[src/rtl/uart_pkg.sv]
// Shared UART definitions used by both the TX and RX paths.
package uart_pkg;

   typedef enum logic [2:0] {IDLE, START, DATA, PARITY, STOP} tx_state_t;

   localparam int DATA_BITS = 8;

   function automatic int clks_per_bit(input int clk_freq, input int baud);
      return clk_freq / baud;
   endfunction

endpackage

[src/rtl/uart_baud_tick.sv]
// Bit-period counter: counts 0..CLKS_PER_BIT-1 while enabled and pulses tick on the last count.
module uart_baud_tick #(
   parameter int CLKS_PER_BIT = 4
) (
   input  logic clock,
   input  logic rst,
   input  logic clear,
   input  logic enable,
   output logic tick
);

   localparam int CW = (CLKS_PER_BIT > 1) ? $clog2(CLKS_PER_BIT) : 1;
   localparam logic [CW-1:0] LAST = CW'(CLKS_PER_BIT - 1);

   logic [CW-1:0] count_reg;

   assign tick = enable && (count_reg == LAST);

   always_ff @(posedge clock or posedge rst) begin
      if (rst) begin
         count_reg <= '0;
      end else if (clear) begin
         count_reg <= '0;
      end else if (enable) begin
         count_reg <= tick ? '0 : count_reg + CW'(1);
      end
   end

endmodule

[src/rtl/uart_tx.sv]
// 8N1 UART transmitter, LSB first, registered tx/tx_busy outputs.
// Define UART_TX_PARITY_EN to insert an even-parity bit between data and stop.
import uart_pkg::*;

module uart_tx #(
   parameter int CLK_FREQ = 100_000_000,
   parameter int BAUD     = 115200
) (
   input  logic       clock,
   input  logic       rst,
   input  logic [7:0] tx_data,
   input  logic       tx_send,
   output logic       tx_busy,
   output logic       tx
);

   localparam int CLKS_PER_BIT = clks_per_bit(CLK_FREQ, BAUD);
   localparam int BW = $clog2(DATA_BITS);
   localparam logic [BW-1:0] LAST_BIT = BW'(DATA_BITS - 1);

   if (CLKS_PER_BIT < 2) begin : g_bad_baud
      $error("uart_tx: CLK_FREQ/BAUD must be at least 2");
   end

   tx_state_t            state_reg, state_next;
   logic [DATA_BITS-1:0] shift_reg, shift_next;
   logic [BW-1:0]        bit_cnt_reg, bit_cnt_next;
   logic                 tx_reg, tx_next;
   logic                 busy_reg, busy_next;
   logic                 accept;
   logic                 tick;
`ifdef UART_TX_PARITY_EN
   logic                 parity_reg, parity_next;
`endif

   assign accept  = (state_reg == IDLE) && tx_send && !busy_reg;
   assign tx      = tx_reg;
   assign tx_busy = busy_reg;

   uart_baud_tick #(.CLKS_PER_BIT(CLKS_PER_BIT)) u_baud (
      .clock  (clock),
      .rst    (rst),
      .clear  (accept),
      .enable (state_reg != IDLE),
      .tick   (tick)
   );

   always_ff @(posedge clock or posedge rst) begin
      if (rst) begin
         state_reg   <= IDLE;
         shift_reg   <= '0;
         bit_cnt_reg <= '0;
         tx_reg      <= 1'b1;
         busy_reg    <= 1'b0;
`ifdef UART_TX_PARITY_EN
         parity_reg  <= 1'b0;
`endif
      end else begin
         state_reg   <= state_next;
         shift_reg   <= shift_next;
         bit_cnt_reg <= bit_cnt_next;
         tx_reg      <= tx_next;
         busy_reg    <= busy_next;
`ifdef UART_TX_PARITY_EN
         parity_reg  <= parity_next;
`endif
      end
   end

   always_comb begin
      state_next   = state_reg;
      shift_next   = shift_reg;
      bit_cnt_next = bit_cnt_reg;
`ifdef UART_TX_PARITY_EN
      parity_next  = accept ? ^tx_data : parity_reg;
`endif
      case (state_reg)
         IDLE: begin
            if (accept) begin
               state_next   = START;
               shift_next   = tx_data;
               bit_cnt_next = '0;
            end
         end
         START: if (tick) state_next = DATA;
         DATA: begin
            if (tick) begin
               shift_next   = {1'b0, shift_reg[DATA_BITS-1:1]};
               bit_cnt_next = bit_cnt_reg + BW'(1);
               if (bit_cnt_reg == LAST_BIT) begin
`ifdef UART_TX_PARITY_EN
                  state_next = PARITY;
`else
                  state_next = STOP;
`endif
               end
            end
         end
         PARITY:  if (tick) state_next = STOP;
         STOP:    if (tick) state_next = IDLE;
         default: state_next = IDLE;
      endcase
   end

   // Outputs are registered from the next state so the start bit lands right after accept.
   always_comb begin
      busy_next = (state_next != IDLE);
      case (state_next)
         START:  tx_next = 1'b0;
         DATA:   tx_next = shift_next[0];
`ifdef UART_TX_PARITY_EN
         PARITY: tx_next = parity_next;
`endif
         default: tx_next = 1'b1;
      endcase
   end

endmodule

[config.mk]
export PLATFORM = sky130hd
export DESIGN_NAME = uart_tx
export DESIGN_NICKNAME = d
export VERILOG_FILES = /design/src/rtl/uart_pkg.sv /design/src/rtl/uart_baud_tick.sv /design/src/rtl/uart_tx.sv
export SDC_FILE = /design/constraint.sdc
export NUM_CORES = 1
export LEC_CHECK = 0
export BUFFER_PORTS_ARGS = -buffer_cell sky130_fd_sc_hd__buf_2
export CAP_MARGIN = 15
export CORE_ASPECT_RATIO = 1.5
export CORE_UTILIZATION = 50
export DETAILED_ROUTE_END_ITERATION = 8
export PLACE_DENSITY = 0.69
export SYNTH_ARGS = -nofsm -noshare
export SYNTH_HDL_FRONTEND = slang
export SYNTH_HIERARCHICAL = 1
export SYNTH_SLANG_ARGS = --single-unit
[constraint.sdc]
create_clock -name clock -period 3.4 [get_ports clock]
set_clock_uncertainty 0.15 [all_clocks]
set_input_delay 0.34 -clock clock [delete_from_list [all_inputs] [get_ports clock]]
set_output_delay 0.34 -clock clock [all_outputs]
set_load 0.1 [all_outputs]
# After elaboration in Yosys (flattened, before gate mapping)
# Cells that the tools add are included.
[classes] n_eq_ne=10 add_sub_neg=2 n_reduce_logical=10 n_mux=17
[ops] operator="2-to-1 mux 10 bit" count=3
[ops] operator="2-to-1 mux 3 bit" count=8
[ops] operator="2-to-1 mux 8 bit" count=2
[ops] operator="one-hot mux 8 bit (2 select lines)" count=1
[ops] operator="one-hot mux 3 bit (5 select lines)" count=1
[ops] operator="adder 10 x 1 -> 10 bit, second input constant" count=1
[ops] operator="equality test 10 bit, second input constant" count=1
[ops] operator="equality test 3 x 2 -> 1 bit, second input constant" count=3
[ops] operator="equality test 3 x 1 -> 1 bit, second input constant" count=2
[ops] operator="equality test 3 bit, second input constant" count=2
[ops] operator="one-hot mux 3 bit (2 select lines)" count=1
[ops] operator="nonzero test 3 bit" count=2
[ops] operator="nonzero test 2 bit" count=2
[ops] operator="adder 3 x 1 -> 3 bit, second input constant" count=1
[ops] operator="logical AND 1 bit" count=3
[ops] operator="logical NOT 3 bit" count=1
[ops] operator="AND reduction 3 bit" count=1
[ops] operator="!= test 2 x 1 -> 1 bit, second input constant" count=1
[ops] operator="!= test 2 bit, second input constant" count=1
[ops] operator="one-hot mux 1 bit (2 select lines)" count=1
[ops] operator="logical NOT 1 bit" count=1
[totals] register_bits=26 out_inout_bits=2 word_cells=46 in_bits=11

# Depth between registers and ports, before layout
# Gate-level depths: netlist of the first run.
[logic_depth] depth_word=7 ltp_mapped=9 depth_no_buf=7

# Hierarchy
# The synthesis of the first run kept the hierarchy.
[by_module_without_submodules] module="uart_tx" instances=1 seq_area_each_um2=401.6 area_per_inst_um2=808.3 cells_per_inst=72
[by_module_without_submodules] module="uart_baud_tick" instances=1 seq_area_each_um2=250.2 area_per_inst_um2=551.8 cells_per_inst=56

# Least setup slack after synthesis of the first run
# Ideal clock, no wire load.
[synth_path] kind="flip-flop to flip-flop" startpoint="register state_reg[1]" endpoint="register shift_reg[1]" required_ps=3124 stages_incl_launch_ff=9 period_less_slack_ps=2265 setup_slack_ps=1135 arrival_ps=1989 setup_time_ps=126 n_path_buf=1 path_cell_list="dfrtp_1 -> clkbuf_2 -> nor3_4 -> inv_1 -> nand4_2 -> nor4_4 -> and4bb_4 -> a21oi_2 -> a221o_1"
[synth_via] word_cells_on_any_way=11 classes_between="3 x eq/ne; 1 x mux; 7 x reduce/logical"
[synth_rtl] item="start, declared" line_no="uart_tx.sv:25" source="tx_state_t state_reg, state_next;"
[synth_rtl] item="start signal, assigned" line_no="uart_tx.sv:59" source="state_reg <= state_next;"
[synth_rtl] item="nonzero test 3 bit" line_no="uart_tx.sv:44" source=".enable (state_reg != IDLE),"
[synth_rtl] item="logical AND 1 bit" line_no="uart_baud_tick.sv:17" source="assign tick = enable && (count_reg == LAST);"
[synth_rtl] item="net tick" line_no="uart_tx.sv:31" source="logic tick;"
[synth_rtl] item="!= test 2 x 1 -> 1 bit (no source line)"
[synth_rtl] item="AND reduction 3 bit (no source line)"
[synth_rtl] item="end signal, assigned" line_no="uart_tx.sv:60" source="shift_reg <= shift_next;"
[synth_rtl] item="end, declared" line_no="uart_tx.sv:26" source="logic [DATA_BITS-1:0] shift_reg, shift_next;"
# The timed path passes the listed nets, and every way through them passes these cells.
# A chain may end at the register's enable or synchronous reset.

# Worst setup path in the final report of the first run
[layout_path] startpoint="register state_reg[1]" endpoint="register shift_reg[2]"
# The elaborated chain is that of the path after synthesis.

==> results_dict.tcl, run 1 <==
set metrics [dict create \
    first_pass_iters 4 \
    p_int_uw 538 \
    track_usage_pct 20.6 \
    period_needed_ps 2660 \
    port_buffers 12 \
    cts_resized 0 \
    via_count 1017 \
    crit_slowest_cell "dfrtp_1" \
    start_kind "flop" \
    cts_tree "yes" \
    ys_ff_latch 26 \
    die_w_um 44.6 \
    status "finished, final reports clean" \
    row_count 22 \
    grt_max_degree 17 \
    syn_nets 142 \
    setup_violations 0 \
    power_leakage_nw 0.639 \
    synth_cells 128 \
    synth_top_flop_cell "dfrtp_1" \
    slowest_delay_ps 550 \
    clk-insertion-delay-late_ps 310 \
    antenna_found_initial 0 \
    clk_path_buf_depth 2 \
    critical_path_class "reg2reg" \
    ant_nets 0 \
    gr-total-overflow 0 \
    p_sw_uw 220 \
    cpLargestDelayFamily "simple AND/OR/NAND/NOR gates" \
    vdd_drop_max_mv 0.285 \
    die_h_um 65.9 \
    max_freq_mhz 375 \
    antenna_cells 0 \
    maxCapViolCount 0 \
    crit_path_end_kind "flop" \
    power_frac_seq_pct 55.0 \
    synthToLayoutAreaGrowth_pct 10.2 \
    synth_async_sr_flop_share_pct 100 \
    drv_slew 0 \
    cp_num_buf_inv 1 \
    yosys_warnings 6 \
    clk_pin_slew_ps 140 \
    wl_um 2610 \
    min_path_type "in2reg" \
    crit_fanout 14 \
    gp_congestion 0.826 \
    fin_nets 156 \
    period_share_pct 78.4 \
    start_util_pct 54.3 \
    clock_power_share_pct 27.3 \
    core_region_area_um2 2500 \
    first_global_vias 1031 \
    vias_per_cell 5.75 \
    setup_tns_ps 0 \
    power_frac_comb_pct 17.7 \
    ios 13 \
    grt_pass1_wl_um 4530 \
    hpwl_um 2000 \
    die-area_um2 2940 \
    slew_headroom_pct 61.1 \
    postLayoutCoreUtil_pct 59.8 \
    cp_data_required_time_ps 3460 \
    netlist-cell-type-count 46 \
    htreeDepth 1 \
    grt_setup_unrepaired "false" \
    ys_seq_area_share_pct 47.9 \
    largest_register_ffs 10 \
    layout.cells.non_filler 177 \
    wire_per_inst_um 14.8 \
    first_iter_violations 25 \
    swShare_pct 29.0 \
    finalHoldViolations 0 \
    tightest_slew_ps 582 \
    dp.cells 172 \
    crit_path_cell_trace "nor3_4, inv_1, nand4_2, nor4_4, and4bb_4, a21oi_2, a221o_1" \
    syn-cell-area_um2 1360 \
    root_buffer "clkbuf_4" \
    syn_avg_cell_area_um2 10.6 \
    p_per_area_nw_per_um2 505 \
    drc_errors 0 \
    cts_buffers 3 \
    crit_arrival_ps 2730 \
    postCtsSetupBuffers 0 \
    drive_gt1_share_pct 18.4 \
    cts_hold_buf 1 \
    synth_edf_count 0 \
    clock_sinks 26 \
]
worst paths after layout:
kind | from | to | slack (ps) | cells past startpoint
worst max-delay path | state_reg[1] | shift_reg[2] | 740 | 7
worst min-delay path | tx_data[5] | shift_reg[5] | 90 | 2
worst max register to register | state_reg[1] | shift_reg[2] | 740 | 7
worst min register to register | bit_cnt_reg[1] | bit_cnt_reg[1] | 360 | 1
max in group asynchronous | rst | tx | 2250 | 3
min in group asynchronous | rst | u_baud/count_reg[7] | 380 | 3
final cells by class:
class	instances	area [µm²]
inverter	7	26.3
fill	203	1010
multi-input combinational	91	653
sequential	26	652
clock buffer	3	22.5
clock inverter	1	30.0
timing repair buffer	13	70.1
tap	36	45.0
per-layer routing:
layer | global-route usage [%] | wire length (µm) | part of all wire [%] | up-vias
li1 | - | - | - | 483
met1 | 25.8 | 1090 | 42 | 495
met2 | 33.6 | 1370 | 52 | 33
met3 | 2.73 | 96 | 3.7 | 6
met4 | 10.6 | 59 | 2.3 | 0
met5 | 0 | 0 | 0 | -
synthesized netlist by cell type (all sizes together), types with 4 or more instances:
cell | count | area, µm²
nand2 | 6 | 22.5
dfrtp | 25 | 626
nor3 | 4 | 31.3
o21ai | 7 | 35.0
nor2 | 11 | 48.8
inv | 7 | 26.3
nand2b | 5 | 31.3
a21oi | 6 | 33.8
and2 | 7 | 43.8
xnor2 | 6 | 52.6
a221o | 6 | 60.1
cell usage in the layout, fill, tap and decap left out, types with 3 or more instances in the layout:
cell type | synthesis | final
a221o_1 | 6 | 6
buf_2 | 0 | 12
dfrtp_1 | 25 | 25
nand3b_1 | 3 | 3
xnor2_1 | 6 | 6
o21ai_0 | 7 | 7
and2_1 | 3 | 3
nand3_1 | 3 | 3
inv_1 | 7 | 7
nor2_1 | 10 | 10
nand2_1 | 6 | 6
nor3_1 | 3 | 3
ha_1 | 3 | 3
nand2b_1 | 5 | 5
a21oi_1 | 5 | 5
clkbuf_4 | 0 | 3
and2_0 | 4 | 4
stage by stage:
| step | hold WS (ps) | area (µm²) | worst slack (ps) | power [mW] |
|---|---|---|---|---|
| floorplan | 30.2 | 1360 | 1140 | 0.512 |
| global route | 92.7 | 1500 | 517 | 0.798 |
| detailed placement | 196 | 1440 | 775 | 0.556 |
| finish | 93.6 | 1500 | 735 | 0.757 |
| global placement | 193 | 1440 | 868 | 0.549 |
| CTS | 87.3 | 1500 | 757 | 0.764 |
cells by family after synthesis:
kind of cell	Yosys count	share of synthesized area (%)
compound gates	29	15.5
xor+xnor	7	4.51
fa+ha+maj	3	2.76
buf+inv	11	4.05
flops	26	47.9
mux	1	0.828
simple gates	51	24.5
power groups by stage:
stage                     clock, mW  combinational [mW]  sequential, mW
after floorplan                   0               0.107           0.405
after global placement            0               0.125           0.423
after detailed placement          0               0.133           0.424
after CTS                     0.213               0.134           0.418
after global routing          0.222               0.151           0.425
final                         0.207               0.134           0.417
No activity file was read; power rests on OpenSTA's default activity.
==> run 2: changes to the inputs <==
--- a/config.mk
+++ b/config.mk
@@ -10,7 +10,7 @@
 export CORE_ASPECT_RATIO = 1.5
 export CORE_UTILIZATION = 50
 export DETAILED_ROUTE_END_ITERATION = 8
-export PLACE_DENSITY = 0.69
+export PLACE_DENSITY = 0.72
 export SYNTH_ARGS = -nofsm -noshare
 export SYNTH_HDL_FRONTEND = slang
 export SYNTH_HIERARCHICAL = 1
==> constraint.sdc (replaced) <==
create_clock -name clock -period 2.3 [get_ports clock]
set_clock_uncertainty 0.15 [all_clocks]
set_input_delay 0.23 -clock clock [delete_from_list [all_inputs] [get_ports clock]]
set_output_delay 0.23 -clock clock [all_outputs]
set_load 0.1 [all_outputs]
==> results_dict.tcl, run 2 (synthesis results as in run 1) <==
set metrics [dict create \
    power_leakage_nw 0.690 \
    swShare_pct 29.1 \
    maxCapViolCount 0 \
    grt_setup_unrepaired "false" \
    crit_fanout 14 \
    cts_tree "yes" \
    port_buffers 12 \
    critical_path_class "reg2reg" \
    start_kind "flop" \
    num-fill-cells 205 \
    die-area_um2 2940 \
    regToRegSetupSlack_ps 140 \
    synthToLayoutAreaGrowth_pct 17.4 \
    fin_area_um2 1600 \
    largest_register_ffs 10 \
    clk_path_buf_depth 2 \
    wire_per_inst_um 14.8 \
    start_util_pct 54.3 \
    postCtsSetupBuffers 0 \
    cts_buffers 3 \
    ios 13 \
    htreeDepth 1 \
    layout_common_cells "25 x dfrtp_1, 12 x buf_2, 10 x nor2_1" \
    first_global_vias 1090 \
    grt_pass1_wl_um 4840 \
    gp_congestion 0.826 \
    vdd_drop_max_mv 0.463 \
    p_int_uw 801 \
    finalHoldViolations 0 \
    cp_data_required_time_ps 2370 \
    crit_cells 7 \
    vias_per_cell 5.58 \
    p_per_area_nw_per_um2 708 \
    power_frac_comb_pct 17.8 \
    hpwl_um 2030 \
    gr-total-overflow 0 \
    cp_num_buf_inv 1 \
    via_count 1049 \
    tightest_slew_ps 583 \
    root_buffer "clkbuf_4" \
    p_sw_uw 329 \
    holdPathEnd "shift_reg[2]" \
    r2r_start "state_reg[0]" \
    clock_sinks 26 \
    postLayoutCoreUtil_pct 63.7 \
    layout_commonest_cell "dfrtp_1" \
    core_region_area_um2 2500 \
    power_frac_seq_pct 54.8 \
    period_needed_ps 2160 \
    clk_pin_slew_ps 140 \
    total_power_mw 1.13 \
    row_count 22 \
    antenna_found_initial 0 \
    crit_path_end_kind "flop" \
    crit_path_cell_trace "nor3_4, inv_1, nand4_2, nor4_4, and4bb_4, a21oi_2, a221o_1" \
    holdPathStages 2 \
    wl_um 2780 \
    status "finished, final reports clean" \
    min_path_type "in2reg" \
    first_pass_iters 4 \
    drive_gt1_share_pct 20.4 \
    cts_resized 0 \
    track_usage_pct 22.1 \
    slew_headroom_pct 61.1 \
    crit_slowest_cell "dfrtp_1" \
    timing.rr.end "shift_reg[2]" \
    r2r_cells 7 \
    die_h_um 65.9 \
    clock_power_share_pct 27.4 \
    setup_tns_ps 0 \
    hold_start "tx_data[2]" \
    grt_max_degree 17 \
    max_freq_mhz 463 \
    crit_arrival_ps 2230 \
    clk-insertion-delay-late_ps 320 \
    setup_violations 0 \
    slowest_delay_ps 500 \
    first_iter_violations 38 \
    period_share_pct 93.9 \
    antenna_cells 0 \
    drc_errors 0 \
    ant_nets 0 \
    die_w_um 44.6 \
    fin_nets 167 \
    cpLargestDelayFamily "simple AND/OR/NAND/NOR gates" \
    drv_slew 0 \
    place_area_um2 1470 \
]
## run 2: timing repair
action	in CTS	in global routing
endpoints found under the hold margin	31	0
setup endpoints to repair	0	0
hold buffers	7	0
## run 2: worst max path at each step
stage,startpoint,to,slack (ps)
global placement,state_reg[0],shift_reg[6],220
CTS,state_reg[0],shift_reg[2],120
floorplan,state_reg[1],shift_reg[1],40
global route,state_reg[0],shift_reg[2],0.5
detailed placement,state_reg[0],shift_reg[2],150
finish,state_reg[0],shift_reg[2],140
## run 2: power by group through the flow
stage          Combinational (mW)  Sequential [mW]  Clock [mW]
6_report                    0.201            0.619       0.309
5_1_grt                     0.233            0.626       0.332
4_1_cts                     0.203            0.618       0.318
3_5_place_dp                0.193            0.625           0
3_3_place_gp                0.183            0.623           0
2_1_floorplan               0.158            0.599           0
## run 2: final cells by class
cell class	instances	area, µm²	area share (%)
Clock buffer	3	22.5	1.41
Multi-Input combinational cell	91	653	40.9
Tap cell	36	45.0	2.82
Clock inverter	1	30.0	1.88
Sequential cell	26	652	40.8
Inverter	7	26.3	1.65
Timing Repair Buffer	24	168	10.5
## run 2: worst register-to-register path, stage by stage (launching register included)
cell	delay (ps)
dfrtp_1	500
nor3_4	80
inv_1	110
nand4_2	160
nor4_4	250
and4bb_4	360
a21oi_2	110
a221o_1	330
## run 2: metrics by stage
step / hold WS (ps) / instances / setup WS (ps)
after floorplan: -79.8 / 128 / 35.3
after global placement: 74.1 / 177 / 220
after detailed placement: 94.6 / 177 / 148
after CTS: 10.2 / 188 / 123
after global routing: 2.05 / 188 / 0.517
final: 12.5 / 188 / 140
## run 2: per-layer routing
| metal | vias to the layer above | share of wire, % | GRT usage, % |
|---|---|---|---|
| li1 | 508 | - | - |
| met1 | 517 | 43 | 26.4 |
| met2 | 20 | 54 | 39.9 |
| met3 | 4 | 2.2 | 3.28 |
| met4 | 0 | 0.83 | 6.44 |
| met5 | - | 0 | 0 |
==> run 3: changes to the inputs <==
--- a/config.mk
+++ b/config.mk
@@ -5,6 +5,7 @@
 export SDC_FILE = /design/constraint.sdc
 export NUM_CORES = 1
 export LEC_CHECK = 0
+export ABC_AREA = 1
 export BUFFER_PORTS_ARGS = -buffer_cell sky130_fd_sc_hd__buf_2
 export CAP_MARGIN = 15
 export CORE_ASPECT_RATIO = 1.5
==> results_dict.tcl, run 3 <==
set metrics [dict create \
    port_buffers 12 \
    first_iter_violations 33 \
    clk_path_buf_depth 2 \
    first_pass_iters 4 \
    crit_arrival_ps 2110 \
    syn_nets 200 \
    crit_path_cell_trace "inv_1, nand2_2, nor2_1, inv_1, nand2_1, nor3_1, buf_4, inv_2, nor2_1, o21ai_1, nand2_1, nor2_1, nand2_1" \
    grt_pass1_wl_um 5220 \
    clock_sinks 26 \
    synth.area.top_cells "dfrtp_1 44%, nand2_1 15%, nor2_1 5.8%" \
    power_leakage_nw 0.801 \
    fin_nets 218 \
    cts_tree "yes" \
    postLayoutCoreUtil_pct 60.1 \
    slowest_delay_ps 420 \
    status "finished, final reports clean" \
    finalHoldViolations 0 \
    row_count 23 \
    p_int_uw 697 \
    synth_edf_count 0 \
    power_frac_comb_pct 2.3 \
    synth_async_sr_flop_share_pct 100 \
    ys_seq_area_share_pct 45.7 \
    p_sw_uw 152 \
    cpLargestDelayFamily "simple AND/OR/NAND/NOR gates" \
    gr-total-overflow 0 \
    die-area_um2 3070 \
    wire_per_inst_um 12.1 \
    p_per_area_nw_per_um2 528 \
    antenna_found_initial 0 \
    setup_tns_ps 0 \
    clk-insertion-delay-late_ps 270 \
    root_buffer "clkbuf_8" \
    tightest_slew_ps 603 \
    regToRegSetupSlack_ps 200 \
    grt_max_degree 17 \
    hpwl_um 2240 \
    antenna_cells 0 \
    syn_avg_cell_area_um2 7.66 \
    start_kind "flop" \
    clock_power_share_pct 43.9 \
    crit_slowest_cell "dfrtp_1" \
    die_w_um 45.6 \
    drive_gt1_share_pct 19.2 \
    core_region_area_um2 2680 \
    crit_fanout 7 \
    ios 13 \
    vdd_drop_max_mv 0.415 \
    start_util_pct 53.2 \
    critical_path_class "reg2reg" \
    drc_errors 0 \
    cp_num_buf_inv 4 \
    swShare_pct 17.9 \
    ys_ff_latch 26 \
    largest_register_ffs 10 \
    yosys_warnings 6 \
    drv_slew 0 \
    power_frac_seq_pct 53.8 \
    synth_common_cells "57 x nand2_1, 25 x dfrtp_1, 22 x nor2_1" \
    min_path_type "in2reg" \
    ant_nets 0 \
    synth_top_flop_cell "dfrtp_1" \
    layout_common_cells "57 x nand2_1, 25 x dfrtp_1, 22 x nor2_1" \
    wl_um 2890 \
    clk_pin_slew_ps 90 \
    synth_cells 186 \
    netlist-cell-type-count 24 \
    htreeDepth 1 \
    vias_per_cell 5.16 \
    slew_headroom_pct 59.7 \
    setup_violations 0 \
    syn-cell-area_um2 1430 \
    post-synth-top-count-cell "nand2_1" \
    period_needed_ps 2100 \
    num-fill-cells 265 \
    gp_congestion 0.893 \
    first_global_vias 1257 \
    max_freq_mhz 477 \
    yosys.area.top_type "dfrtp_1" \
    period_share_pct 91.2 \
    cts_resized 0 \
    synth_top_area_share_pct 43.9 \
    grt_setup_unrepaired "false" \
    synthToLayoutAreaGrowth_pct 12.9 \
    maxCapViolCount 0 \
    cts_buffers 3 \
    layout_commonest_cell "nand2_1" \
    track_usage_pct 23.4 \
    crit_path_end_kind "flop" \
    via_count 1238 \
    die_h_um 67.4 \
    cp_data_required_time_ps 2310 \
]
## run 3: cell count changes in the layout (fill, tap and decap cells not counted), moves of 5 or more
cell	change
nor2_1	+12
dlygate4sd3_1	-6
nand2_1	+51
o21ai_0	-7
nand2b_1	-5
xnor2_1	-6
a221o_1	-6
inv_1	+14
nand3_1	+12
nand2_2	+6
## run 3: final cells by class
cell class | count | area (µm²) | share of cell area [%]
Clock inverter | 1 | 30.0 | 1.87
Clock buffer | 3 | 41.3 | 2.57
Inverter | 25 | 93.8 | 5.83
Sequential cell | 26 | 652 | 40.5
Multi-Input combinational cell | 134 | 668 | 41.5
Tap cell | 37 | 46.3 | 2.88
Timing Repair Buffer | 14 | 77.6 | 4.82
## run 3: logic make-up (layout without fill, tap and decap cells)
family / Yosys count / after routing / share of synthesized area [%]
AO/OA/AOI/OAI: 11 / 11 / 5.53
buffers and inverters: 26 / 43 / 7.37
flip-flops: 26 / 26 / 45.7
AND/OR/NAND/NOR: 120 / 120 / 38.7
adder cells (fa/ha/maj): 3 / 3 / 2.63
## run 3: metal layers
metal  GRT usage [%]  routed length (µm)
met5               0                   0
met4            10.6                  73
met3            2.41                  78
met2            41.3                1570
met1            27.6                1170
## run 3: power by group through the flow
stage,clock network (mW),logic [mW],registers (mW)
finish,0.373,0.0191,0.457
global route,0.395,0.0229,0.457
CTS,0.379,0.0200,0.457
detailed placement,0,0.0185,0.466
global placement,0,0.0181,0.466
floorplan,0,0.00762,0.466
## run 3: final timing paths
check,start,end,cells past startpoint
max,state_reg[2],tx_busy,13
min,tx_data[5],shift_reg[5],3
max reg2reg,state_reg[2],tx_busy,13
min reg2reg,shift_reg[0],shift_reg[0],2
max in group asynchronous,rst,bit_cnt_reg[0],3
min in group asynchronous,rst,u_baud/count_reg[1],3
## run 3: per-stage QoR
step | area [µm²] | setup slack (ps) | hold slack (ps) | std cells | power (mW)
after floorplan | 1430 | 197 | -79.8 | 186 | 0.473
after global placement | 1530 | 316 | 94.0 | 235 | 0.484
after detailed placement | 1530 | 223 | 103 | 235 | 0.484
after CTS | 1610 | 204 | 4.63 | 240 | 0.856
after global routing | 1610 | 3.33 | 19.7 | 240 | 0.875
final | 1610 | 203 | 6.15 | 240 | 0.849
## run 3: what timing repair did
action                    in CTS  in global routing
setup buffers                  0                  0
hold endpoints to repair      25                  0
hold buffers                   1                  0
## run 3: worst register-to-register path, stage by stage, from the launching register on
cell and delay [ps]:
dfrtp_1 420, inv_1 100, nand2_2 60, nor2_1 190
inv_1 130, nand2_1 110, nor3_1 50, buf_4 150
inv_2 140, nor2_1 70, o21ai_1 180, nand2_1 100
nor2_1 90, nand2_1 50
